===== src/rtl/lcd_pkg.sv =====
// Shared types and constants for the LCD command scheduler.
// State encoding, init ROM, default timings, clear/home codes.
package lcd_pkg;

  typedef enum logic [2:0] {
    S_PWR,
    S_INIT_SETUP,
    S_INIT_EN,
    S_INIT_HOLD,
    S_IDLE,
    S_SETUP,
    S_EN,
    S_HOLD
  } state_t;

  localparam logic [19:0] T_PWR_DEF = 20'hFFFFF;
  localparam logic [19:0] T_EN_DEF  = 20'd16;
  localparam logic [19:0] T_CMD_DEF = 20'h40000;
  localparam logic [19:0] T_CLR_DEF = 20'hFFFFF;

  localparam logic [8:0] W_CLEAR = 9'h001;
  localparam logic [8:0] W_HOME  = 9'h002;

  localparam logic [2:0] INIT_LAST = 3'd7;

  function automatic logic [8:0] init_word(
    input logic [2:0] idx
  );
    logic [8:0] w;
    case (idx)
      3'd0:    w = 9'h030;
      3'd1:    w = 9'h030;
      3'd2:    w = 9'h030;
      3'd3:    w = 9'h038;
      3'd4:    w = 9'h00C;
      3'd5:    w = 9'h001;
      3'd6:    w = 9'h006;
      default: w = 9'h080;
    endcase
    return w;
  endfunction

  // Clear and home need the long settle time.
  function automatic logic is_long(
    input logic [8:0] w
  );
    return (w == W_CLEAR) || (w == W_HOME);
  endfunction

endpackage


===== src/rtl/lcd_timer.sv =====
// 20-bit loadable down counter; stops at zero.
// Ports: clk, rst_n, load, load_val in; done out (count == 0).
module lcd_timer #(
  parameter logic [19:0] RST_VAL = 20'd0
) (
  input  logic        clk,
  input  logic        rst_n,
  input  logic        load,
  input  logic [19:0] load_val,
  output logic        done
);

  logic [19:0] cnt;

  always_ff @(posedge clk or negedge rst_n) begin
    if (!rst_n) begin
      cnt <= RST_VAL;
    end else if (load) begin
      cnt <= load_val;
    end else if (cnt != 20'd0) begin
      cnt <= cnt - 20'd1;
    end
  end

  assign done = (cnt == 20'd0);

endmodule


===== src/rtl/lcd_cmd_sched.sv =====
// HD44780-style LCD scheduler: power-up init, then 2-way arbitration.
// Ports: CLOCK_50, RESET_N; req0/1 valid/data/lock in, ready out;
// LCD_ON/BLON/EN/RS/RW/DATA pins; init_done, busy status.
module lcd_cmd_sched
  import lcd_pkg::*;
#(
  parameter logic [19:0] T_PWR = T_PWR_DEF,
  parameter logic [19:0] T_EN  = T_EN_DEF,
  parameter logic [19:0] T_CMD = T_CMD_DEF,
  parameter logic [19:0] T_CLR = T_CLR_DEF
) (
  input  logic       CLOCK_50,
  input  logic       RESET_N,
  input  logic       req0_valid,
  input  logic [8:0] req0_data,
  input  logic       req0_lock,
  output logic       req0_ready,
  input  logic       req1_valid,
  input  logic [8:0] req1_data,
  input  logic       req1_lock,
  output logic       req1_ready,
  output logic       LCD_ON,
  output logic       LCD_BLON,
  output logic       LCD_EN,
  output logic       LCD_RS,
  output logic       LCD_RW,
  inout  wire  [7:0] LCD_DATA,
  output logic       init_done,
  output logic       busy
);

  state_t      state, state_n;
  logic [8:0]  data_q;
  logic [2:0]  init_idx;
  logic        owner_vld;
  logic        owner_id;
  logic        last;

  logic        t_load;
  logic [19:0] t_val;
  logic        t_done;

  logic [1:0]  vld;
  logic [1:0]  lck;
  logic        g_vld;
  logic        g_id;
  logic        clr_owner;
  logic [1:0]  rdy;
  logic        xfer;
  logic [19:0] hold_ld;

  assign vld = {req1_valid, req0_valid};
  assign lck = {req1_lock, req0_lock};

  // Timer is loaded with N-1 so a state lasts exactly N cycles.
  assign hold_ld = is_long(data_q) ? (T_CLR - 20'd1)
                                   : (T_CMD - 20'd1);

  lcd_timer #(
    .RST_VAL (T_PWR - 20'd1)
  ) u_timer (
    .clk      (CLOCK_50),
    .rst_n    (RESET_N),
    .load     (t_load),
    .load_val (t_val),
    .done     (t_done)
  );

  // Grant: a locking owner excludes the other side; otherwise
  // round-robin against the last served requester.
  always_comb begin
    g_vld     = 1'b0;
    g_id      = 1'b0;
    clr_owner = 1'b0;
    if (owner_vld) begin
      g_vld     = 1'b1;
      g_id      = owner_id;
      clr_owner = (state == S_IDLE) &&
                  !vld[owner_id] && !lck[owner_id];
    end else if (vld[0] && vld[1]) begin
      g_vld = 1'b1;
      g_id  = ~last;
    end else if (vld[0]) begin
      g_vld = 1'b1;
      g_id  = 1'b0;
    end else if (vld[1]) begin
      g_vld = 1'b1;
      g_id  = 1'b1;
    end
  end

  always_comb begin
    rdy = 2'b00;
    if ((state == S_IDLE) && init_done && g_vld) begin
      rdy[0] = !g_id && vld[0];
      rdy[1] =  g_id && vld[1];
    end
  end

  assign xfer       = |rdy;
  assign req0_ready = rdy[0];
  assign req1_ready = rdy[1];

  always_comb begin
    state_n = state;
    t_load  = 1'b0;
    t_val   = 20'd0;
    unique case (state)
      S_PWR: begin
        if (t_done) begin
          state_n = S_INIT_SETUP;
          t_load  = 1'b1;
        end
      end
      S_INIT_SETUP: begin
        state_n = S_INIT_EN;
        t_load  = 1'b1;
        t_val   = T_EN - 20'd1;
      end
      S_INIT_EN: begin
        if (t_done) begin
          state_n = S_INIT_HOLD;
          t_load  = 1'b1;
          t_val   = hold_ld;
        end
      end
      S_INIT_HOLD: begin
        if (t_done) begin
          t_load  = 1'b1;
          state_n = (init_idx == INIT_LAST) ? S_IDLE
                                            : S_INIT_SETUP;
        end
      end
      S_IDLE: begin
        if (xfer) begin
          state_n = S_SETUP;
          t_load  = 1'b1;
        end
      end
      S_SETUP: begin
        state_n = S_EN;
        t_load  = 1'b1;
        t_val   = T_EN - 20'd1;
      end
      S_EN: begin
        if (t_done) begin
          state_n = S_HOLD;
          t_load  = 1'b1;
          t_val   = hold_ld;
        end
      end
      S_HOLD: begin
        if (t_done) begin
          state_n = S_IDLE;
          t_load  = 1'b1;
        end
      end
      default: begin
        state_n = S_PWR;
      end
    endcase
  end

  always_ff @(posedge CLOCK_50 or negedge RESET_N) begin
    if (!RESET_N) begin
      state <= S_PWR;
    end else begin
      state <= state_n;
    end
  end

  always_ff @(posedge CLOCK_50 or negedge RESET_N) begin
    if (!RESET_N) begin
      data_q    <= 9'h000;
      init_idx  <= 3'd0;
      init_done <= 1'b0;
      owner_vld <= 1'b0;
      owner_id  <= 1'b0;
      last      <= 1'b1;
    end else begin
      if ((state == S_PWR) && t_done) begin
        init_idx <= 3'd0;
        data_q   <= init_word(3'd0);
      end
      if ((state == S_INIT_HOLD) && t_done) begin
        if (init_idx == INIT_LAST) begin
          init_done <= 1'b1;
        end else begin
          init_idx <= init_idx + 3'd1;
          data_q   <= init_word(init_idx + 3'd1);
        end
      end
      if (xfer) begin
        data_q    <= rdy[1] ? req1_data : req0_data;
        last      <= rdy[1];
        owner_vld <= rdy[1] ? req1_lock : req0_lock;
        owner_id  <= rdy[1];
      end else if (clr_owner) begin
        owner_vld <= 1'b0;
      end
    end
  end

  assign busy     = (state != S_IDLE);
  assign LCD_EN   = (state == S_EN) || (state == S_INIT_EN);
  assign LCD_RS   = data_q[8];
  assign LCD_RW   = 1'b0;
  assign LCD_ON   = 1'b1;
  assign LCD_BLON = 1'b0;
  // Write-only panel: RW is tied low, so the bus is always driven.
  assign LCD_DATA = data_q[7:0];

endmodule

===== config.mk =====
export PLATFORM = sky130hd
export DESIGN_NAME = lcd_cmd_sched
export DESIGN_NICKNAME = d
export VERILOG_FILES = /design/src/rtl/lcd_pkg.sv /design/src/rtl/lcd_timer.sv /design/src/rtl/lcd_cmd_sched.sv
export SDC_FILE = /design/constraint.sdc
export NUM_CORES = 1
export LEC_CHECK = 0
export BUFFER_PORTS_ARGS = -buffer_cell sky130_fd_sc_hd__buf_4
export CAP_MARGIN = 30
export CORE_MARGIN = 10
export CORE_UTILIZATION = 44
export CTS_CLUSTER_DIAMETER = 150
export DETAILED_ROUTE_END_ITERATION = 16
export PLACE_DENSITY = 0.7
export SLEW_MARGIN = 20
export SYNTH_ARGS = -nofsm -noshare
export SYNTH_HDL_FRONTEND = slang
export SYNTH_SLANG_ARGS = --single-unit

===== constraint.sdc =====
create_clock -name CLOCK_50 -period 2.7 [get_ports CLOCK_50]
set_input_delay 0.27 -clock CLOCK_50 [delete_from_list [all_inputs] [get_ports CLOCK_50]]
set_output_delay 0.27 -clock CLOCK_50 [all_outputs]
set_load 0.02 [all_outputs]

### Word level (Yosys, flattened, before mapping)

Cells that the tools add are included.
W data, S select, Z words.

* register bits after elaboration: 39
* word-level logic and storage cells: 103
* output and inout bits: 17
* bits of input ports: 24

* order comparisons: 1
* mux-type cells: 41
* eq/ne operators: 23
* bitwise operators: 1
* add/sub/neg operators: 2
* reduce and logical (&&, ||, !) cells: 27

Operator list (number)
* $mux W20: 4
* $mux W9: 5
* $pmux W20 S2: 1
* $pmux W8 S5: 1
* $mux W3: 10
* $eq A3 B3 Y1 const B: 8
* $pmux W3 S8: 1
* $logic_not A20 Y1: 1
* $reduce_bool A20 Y1: 1
* $sub A20 B1 Y20 const B: 1
* $mux W1: 17
* $eq A3 B2 Y1 const B: 4
* $ne A2 B2 Y1 const B: 6
* $eq A9 B1 Y1 const B: 1
* $eq A9 B2 Y1 const B: 1
* $logic_and A1 B1 Y1: 9
* $eq A3 B1 Y1 const B: 2
* $logic_not A3 Y1: 2
* $reduce_and A6 Y1: 1
* $reduce_or A2 Y1: 3
* $reduce_or A5 Y1: 1
* $reduce_bool A2 Y1: 2
* $add A3 B1 Y3 const B: 1
* $logic_not A1 Y1: 3
* 8 further kinds: 9

### Longest topological paths before layout

Gate-level depths: netlist of the first run.

* word-level depth: 11
* mapped depth: 8
* depth with buffers taken out: 7

### Cells and area by module

A second synthesis of the first run with hierarchy kept.

* cell total of the unflattened synthesis: 257
* area, all modules: 2444.8 um^2

By module, submodules not included
* lcd_timer: cells each 123, seq. area each 524.3 um^2, instances 1, area each 1226.2 um^2
* lcd_cmd_sched: cells each 134, seq. area each 476.7 um^2, instances 1, area each 1218.7 um^2

### Worst setup path after synthesis of the first run

No wires, ideal clock.

* path type: reg-to-reg
* start: register u_timer.cnt[7]
* end: register u_timer.cnt[3]
* arrival: 2269 ps
* cell stages (with the launch flop): 8
* library setup time: 82 ps
* period minus slack after synthesis: 2351 ps
* path buffers: 3
* setup slack: 349 ps
* required time: 2618 ps
* cells stage by stage: dfstp_2 -> or4_4 -> buf_6 -> or4_4 -> or4_1 -> buf_2 -> buf_6 -> o211ai_1

* cells in the longest elaborated chain, start to end: 4
* elaborated cells on any way between the ends: 8
* those cells by class: 5 x mux; 3 x reduce/logical

Ends and longest elaborated chain
* from (decl): line lcd_timer.sv:13 `logic [19:0] cnt;`
* from (signal assigned): line lcd_timer.sv:19 `cnt <= load_val;`
* from (signal assigned): line lcd_timer.sv:21 `cnt <= cnt - 20'd1;`
* $logic_not A20 Y1: line lcd_timer.sv:25 `assign done = (cnt == 20'd0);`
* $mux W1 or $mux W20 (tied branches)
* $pmux W1 S3 or $pmux W20 S2 (tied branches): line lcd_cmd_sched.sv:108 `unique case (state)`
* $mux W20 or $reduce_bool A2 Y1 (tied branches)

Parallel ways exist; a longest one is shown, timed or not.
A chain may end at the register's enable or synchronous reset.

### Worst setup path in the final report of the first run

* start: register u_timer.cnt[12]
* end: register u_timer.cnt[7]

Same word-level chain as after synthesis.

==> results by group, run 1 <==
Synth
  • Post-synth EDFFs: 0
  • Cell taking the most area after synthesis: dfstp_2
  • Post-Syn Area: 2540 sq um
  • FFs w/ async S/R, synth: 1.00
  • Syn. warnings: 0
  • Syn_area_per_cell: 9.86 sq um
  • Synth Area in Adders: 0.0393
  • Distinct cell type count after synthesis: 61
  • Mapped Cells: 258
  • Xor/xnor share of the synthesized area: 0.0482
  • Post-synthesis sequential area ratio: 0.393
  • Simple-Gate Fraction of Synth Area: 0.210
  • Synth Area in Compound Gates: 0.211
  • Largest family of logic cells by synthesized area: compound AO/OA/AOI/OAI gates
  • Top cell type's share of synthesized area: 0.206
  • Main synth FF type: dfstp_2
  • Synthesis-stage register bit count: 39
  • Largest cells by area after synthesis: dfstp_2, dfrtp_1, ha_1
  • Multiplexer share of the synthesized area: 0.0408

Floorplanning
  • Die width: 96.1 um
  • # rows: 27
  • Starting Density: 0.457
  • DIE AREA: 9230 sq um
  • Core Area: 5570 sq um
  • IO Pins: 41
  • Die Y-Extent: 96.1 um

Timing
  • Clock Skew: 6.13 ps
  • Final min period: 2530 ps
  • Period utilisation layout: 0.939
  • Slew @ Worst Pin: 552 ps
  • Setup Viol. Count Final: 0
  • Relative max-transition margin: 0.630
  • Setup Total Neg Slack: 0 ps
  • Final WS setup: 165 ps
  • Max Freq: 395 MHz
  • Unrepaired setup endpoints after global routing: false
  • Final Hold Fails: 0
  • Slew Viols, Final: 0

Detailed routing
  • Drt total wl: 6460 um
  • Via count: 2100
  • DR iter-0 viols: 116
  • DR DRC count: 0
  • Vias per cell: 5.85
  • Avg WL per Cell: 18.0 um
  • Final ANT Viol Nets: 0
  • Detailed Routing Iterations Pass 1: 4

Clock network
  • CTS resizes: 0
  • Num CTS Buffers: 5
  • Clock Sink Count: 39
  • Clock Path Buffers: 2
  • Clock Latency Late Sink: 300 ps
  • Setup Buffers After CTS: 0
  • Worst-path clk slew: 80 ps
  • H-tree depth: 2
  • Clock root buffer master: clkbuf_8
  • CTS tree: built

Final layout
  • Most common cell after layout, fill and taps aside: buf_4
  • Most frequent cells in the layout: buf_4, dfstp_2, dfrtp_1, nand2_1, nor2_1
  • Layout fillers: 515
  • P&R area growth vs syn: 15.4%
  • Layout Nets: 318
  • Layout cell share with drive strength beyond 1: 0.310
  • Diode count: 0
  • Design area: 2940 sq um

Critical path
  • Worst EP required: 2930 ps
  • CP endpoint kind: register
  • Crit-path most repeated cell: or4_4
  • WS Path Type: reg -> reg
  • CP peak stage delay: 720 ps
  • Worst-path maximum fanout: 11
  • Top delay family on crit path: simple AND/OR/NAND/NOR gates
  • CP Launch Type: register
  • CP max-delay cell: or4_1
  • Critical Path AT: 2760 ps
  • Critical path buffer and inverter count: 1
  • CP cell instances: or4_4 > or4_4 > or4_1 > buf_4 > o21ai_2

Run status
  • Status: completed

Global route
  • Initial antenna violation count: 0
  • Grt total ovfl: 0
  • Vias in the first global route: 2112
  • GRT Util Overall: 0.148
  • Largest net degree at the start of global routing: 40
  • First-pass GRT wire length: 10900 um

Power
  • Pwr dens: 376 nW/um^2
  • Worst IR Drop VDD: 0.000228 V
  • Lkg Pwr: 1.26 nW

Flow run
  • Max-cap viol count: 0

Placed design
  • Port Buf Inserts: 29
  • Post-DP HPWL: 4890 um
  • Pre-CTS setup slack: 190 ps
  • Dpl cell area: 2820 sq um
  • GP Congestion: 0.877

Hold path
  • HP Class: in -> reg
## where the power goes
group	internal (mW)	leakage, nW	switching (mW)
combinational	0.0277	0.750	0.0254
clock	0.232	0.0505	0.214
sequential	0.591	0.456	0.0148
## registers in the layout, summed over array words and instances (netlist names)
| register | count |
|---|---|
| init_done | 1 |
| owner_vld | 1 |
| data_q | 1 |
| LCD_DATA | 8 |
| owner_id | 1 |
| state | 3 |
| init_idx | 3 |
| u_timer.cnt | 20 |
| last | 1 |
## logic make-up after synthesis
logic type / after synthesis
other: 2
AND/OR/NAND/NOR: 86
AO/OA/AOI/OAI: 70
multiplexers: 10
flip-flops: 39
adder cells (fa/ha/maj): 8
buffers and inverters: 29
XOR/XNOR: 14
## metal layers
| layer | up-vias | track usage | share of wire |
|---|---|---|---|
| met5 | - | 0 | 0 |
| met4 | 0 | 0.0405 | 0.010 |
| met3 | 7 | 0.0226 | 0.052 |
| met2 | 57 | 0.252 | 0.52 |
| met1 | 1023 | 0.191 | 0.42 |
| li1 | 1013 | - | - |
## cell usage after synthesis, types with 6 or more instances
cell	n
nand2_1	15
o21ai_0	11
a21oi_1	6
inv_1	10
or4_1	6
dfstp_2	20
dfrtp_1	19
ha_1	8
nor4_1	10
o211ai_1	8
nor2_1	15
mux2i_1	7
xnor2_1	11
clkbuf_1	12
o21ai_2	6
## timing repair
item / CTS / global route
hold buffers: 1 / 0
setup endpoints to repair: 0 / 0
hold endpoints to repair: 19 / 0
## cell type report
class                           instances  area (sq um)  share of cell area
Clock buffer                            7          96.3              0.0328
Timing Repair Buffer                   39           295               0.101
Inverter                               10          37.5              0.0128
Tap cell                               72          90.1              0.0307
Sequential cell                        39          1000               0.341
Clock inverter                          1          7.51             0.00256
Multi-Input combinational cell        191          1410               0.480
## path summary, 6_finish.rpt
path | from | endpoint | slack [ps] | cells after the start
min | LCD_DATA[3] | LCD_DATA[3] | 90 | 1
min reg2reg | init_done | init_done | 500 | 1
max | u_timer.cnt[12] | u_timer.cnt[7] | 170 | 5
max in group asynchronous | RESET_N | u_timer.cnt[18] | 1840 | 2
min in group asynchronous | RESET_N | LCD_DATA[0] | 500 | 2
max reg2reg | u_timer.cnt[12] | u_timer.cnt[7] | 170 | 5
## per-stage QoR
step,instances,hold WS [ps],total power [mW],util
2_1_floorplan,259,-25.6,0.630,-
3_3_place_gp,350,268,0.668,0.507
3_5_place_dp,350,269,0.669,0.507
4_1_cts,359,88.7,1.12,0.527
5_1_grt,359,94.9,1.14,0.527
6_report,359,91.5,1.10,0.527
Power figures use the tool's default switching activity.
==> run 2: changes to the inputs <==
==> constraint.sdc (replaced) <==
create_clock -name CLOCK_50 -period 2.95 [get_ports CLOCK_50]
set_input_delay 0.295 -clock CLOCK_50 [delete_from_list [all_inputs] [get_ports CLOCK_50]]
set_output_delay 0.295 -clock CLOCK_50 [all_outputs]
set_load 0.02 [all_outputs]
==> results by group, run 2 (same netlist as run 1, synthesis figures left out) <==
Run status
  • Status: completed (unchanged)

Critical path
  • WS Path Type: reg -> reg (unchanged)
  • Reg2Reg Setup Slack: 460 ps (was 170 ps)
  • CP max-delay cell: or4_4 (was or4_1)
  • CP endpoint kind: register (unchanged)
  • Crit-path most repeated cell: or4_4 (unchanged)
  • CP Launch Type: register (unchanged)
  • CP cell instances: or4_4 > or4_4 > or3_1 > nand3_2 > o21ai_2 (was or4_4 > or4_4 > or4_1 > buf_4 > o21ai_2)
  • Critical Path AT: 2710 ps (was 2760 ps)
  • Critical path buffer and inverter count: 0 (was 1)
  • Worst EP required: 3170 ps (was 2930 ps)
  • CP peak stage delay: 570 ps (was 720 ps)
  • Worst-path maximum fanout: 10 (was 11)
  • Top delay family on crit path: simple AND/OR/NAND/NOR gates (unchanged)

Global route
  • Largest net degree at the start of global routing: 40 (unchanged)
  • Initial antenna violation count: 0 (unchanged)
  • First-pass GRT wire length: 10300 um (was 10900 um)
  • Grt total ovfl: 0 (unchanged)
  • GRT Util Overall: 0.142 (was 0.148)
  • Vias in the first global route: 1986 (was 2112)

Clock network
  • Setup Buffers After CTS: 0 (unchanged)
  • Clock Path Buffers: 2 (unchanged)
  • CTS tree: built (unchanged)
  • Num CTS Buffers: 5 (unchanged)
  • Worst-path clk slew: 80 ps (about the same)
  • Clock Latency Late Sink: 290 ps (was 300 ps)
  • H-tree depth: 2 (unchanged)
  • Clock root buffer master: clkbuf_8 (unchanged)
  • Clock Sink Count: 39 (unchanged)

Power
  • Clock power frac: 0.370 (was 0.404)
  • Reg power frac: 0.580 (was 0.548)
  • P_sw: 225 uW (was 254 uW)
  • Logic pwr share: 0.051 (was 0.048)
  • Pwr dens: 331 nW/um^2 (was 376 nW/um^2)
  • Sw Share: 0.235 (was 0.230)
  • Worst IR Drop VDD: 0.000186 V (was 0.000228 V)
  • Int Power: 732 uW (was 851 uW)
  • Lkg Pwr: 1.23 nW (was 1.26 nW)
  • Pwr Total: 957 uW (was 1.10 mW)

Final layout
  • Layout fillers: 526 (was 515)
  • Largest register FFs: 20 (unchanged)
  • P&R area growth vs syn: 13.7% (was 15.4%)
  • Layout Nets: 315 (was 318)
  • Diode count: 0 (unchanged)
  • Layout cell share with drive strength beyond 1: 0.296 (was 0.310)
  • Most frequent cells in the layout: buf_4, dfstp_2, dfrtp_1, nand2_1, nor2_1 (unchanged)
  • Most common cell after layout, fill and taps aside: buf_4 (unchanged)
  • Reg with most FFs: u_timer.cnt (unchanged)

Timing
  • Final min period: 2490 ps (was 2530 ps)
  • Setup Total Neg Slack: 0 ps (unchanged)
  • Relative max-transition margin: 0.512 (was 0.630)
  • Clock Skew: 4.34 ps (was 6.13 ps)
  • Unrepaired setup endpoints after global routing: false (unchanged)
  • Max Freq: 402 MHz (was 395 MHz)
  • Final Hold Fails: 0 (unchanged)
  • Period utilisation layout: 0.844 (was 0.939)
  • Setup Viol. Count Final: 0 (unchanged)
  • Slew @ Worst Pin: 725 ps (was 552 ps)
  • Slew Viols, Final: 0 (unchanged)

Floorplanning
  • Die Y-Extent: 96.1 um (unchanged)
  • # rows: 27 (unchanged)
  • Starting Density: 0.457 (unchanged)
  • IO Pins: 41 (unchanged)
  • Die width: 96.1 um (unchanged)
  • Core Area: 5570 sq um (unchanged)
  • DIE AREA: 9230 sq um (unchanged)

Placed design
  • Port Buf Inserts: 29 (unchanged)
  • GP Congestion: 0.904 (was 0.877)
  • Post-DP HPWL: 4730 um (was 4890 um)

Detailed routing
  • Metal2 WL: 3210 um (was 3340 um)
  • Via count: 2069 (was 2100)
  • Detailed Routing Iterations Pass 1: 4 (unchanged)
  • Top sig layer: met4 (unchanged)
  • Metal3 WL: 285 um (was 336 um)
  • Final ANT Viol Nets: 0 (unchanged)
  • Drt total wl: 6260 um (was 6460 um)
  • Vias per cell: 5.81 (was 5.85)
  • Metal-1 WL: 2690 um (was 2720 um)
  • DR iter-0 viols: 205 (was 116)
  • Avg WL per Cell: 17.6 um (was 18.0 um)
  • DR DRC count: 0 (unchanged)

Hold path
  • HP Class: in -> reg (unchanged)

Flow run
  • Max-cap viol count: 0 (unchanged)
## run 2: changes by cell type in the layout (fill, tap and decap cells not counted), sizes merged
| cell | delta |
|---|---|
| clkinv | +1 |
| buf | -3 |
| clkinvlp | -1 |
## run 2: power groups by stage
stage | combinational, mW | sequential [mW] | clock, mW
after floorplan | 0.0145 | 0.562 | 0
after global placement | 0.0473 | 0.564 | 0
after detailed placement | 0.0483 | 0.564 | 0
after CTS | 0.0493 | 0.555 | 0.363
after global routing | 0.0537 | 0.555 | 0.385
final | 0.0487 | 0.555 | 0.354
## run 2: final timing paths
kind	start	end	cells after the start
max	u_timer.cnt[12]	u_timer.cnt[7]	5
min	LCD_DATA[6]	LCD_DATA[6]	1
max reg2reg	u_timer.cnt[12]	u_timer.cnt[7]	5
min reg2reg	init_done	init_done	1
max in group asynchronous	RESET_N	u_timer.cnt[1]	2
min in group asynchronous	RESET_N	LCD_DATA[0]	2
## run 2: layout make-up
class                           instances  area, sq um  share of cell area
Timing Repair Buffer                   36          273              0.0943
Clock inverter                          1         5.00             0.00173
Inverter                               10         37.5              0.0130
Sequential cell                        39         1000               0.346
Tap cell                               72         90.1              0.0311
Clock buffer                            7         76.3              0.0264
Multi-Input combinational cell        191         1410               0.487
## run 2: per-layer routing
metal / up-vias / GRT usage
li1: 1011 / -
met2: 46 / 0.226
met1: 1005 / 0.189
met4: 0 / 0.0565
met3: 7 / 0.0210
met5: - / 0
## run 2: what timing repair did
item                      4_1_cts  5_1_grt
hold buffers                    1        0
resized for setup               0        0
hold endpoints to repair       19        0
## run 2: metrics by stage
step / cells / hold slack, ps / instance area (sq um) / utilization / setup slack [ps]
after floorplan: 259 / -0.591 / 2550 / - / 599
after global placement: 347 / 290 / 2800 / 0.503 / 527
after detailed placement: 347 / 294 / 2800 / 0.503 / 492
after CTS: 356 / 118 / 2890 / 0.519 / 476
after global routing: 356 / 119 / 2890 / 0.519 / 377
final: 356 / 124 / 2890 / 0.519 / 461
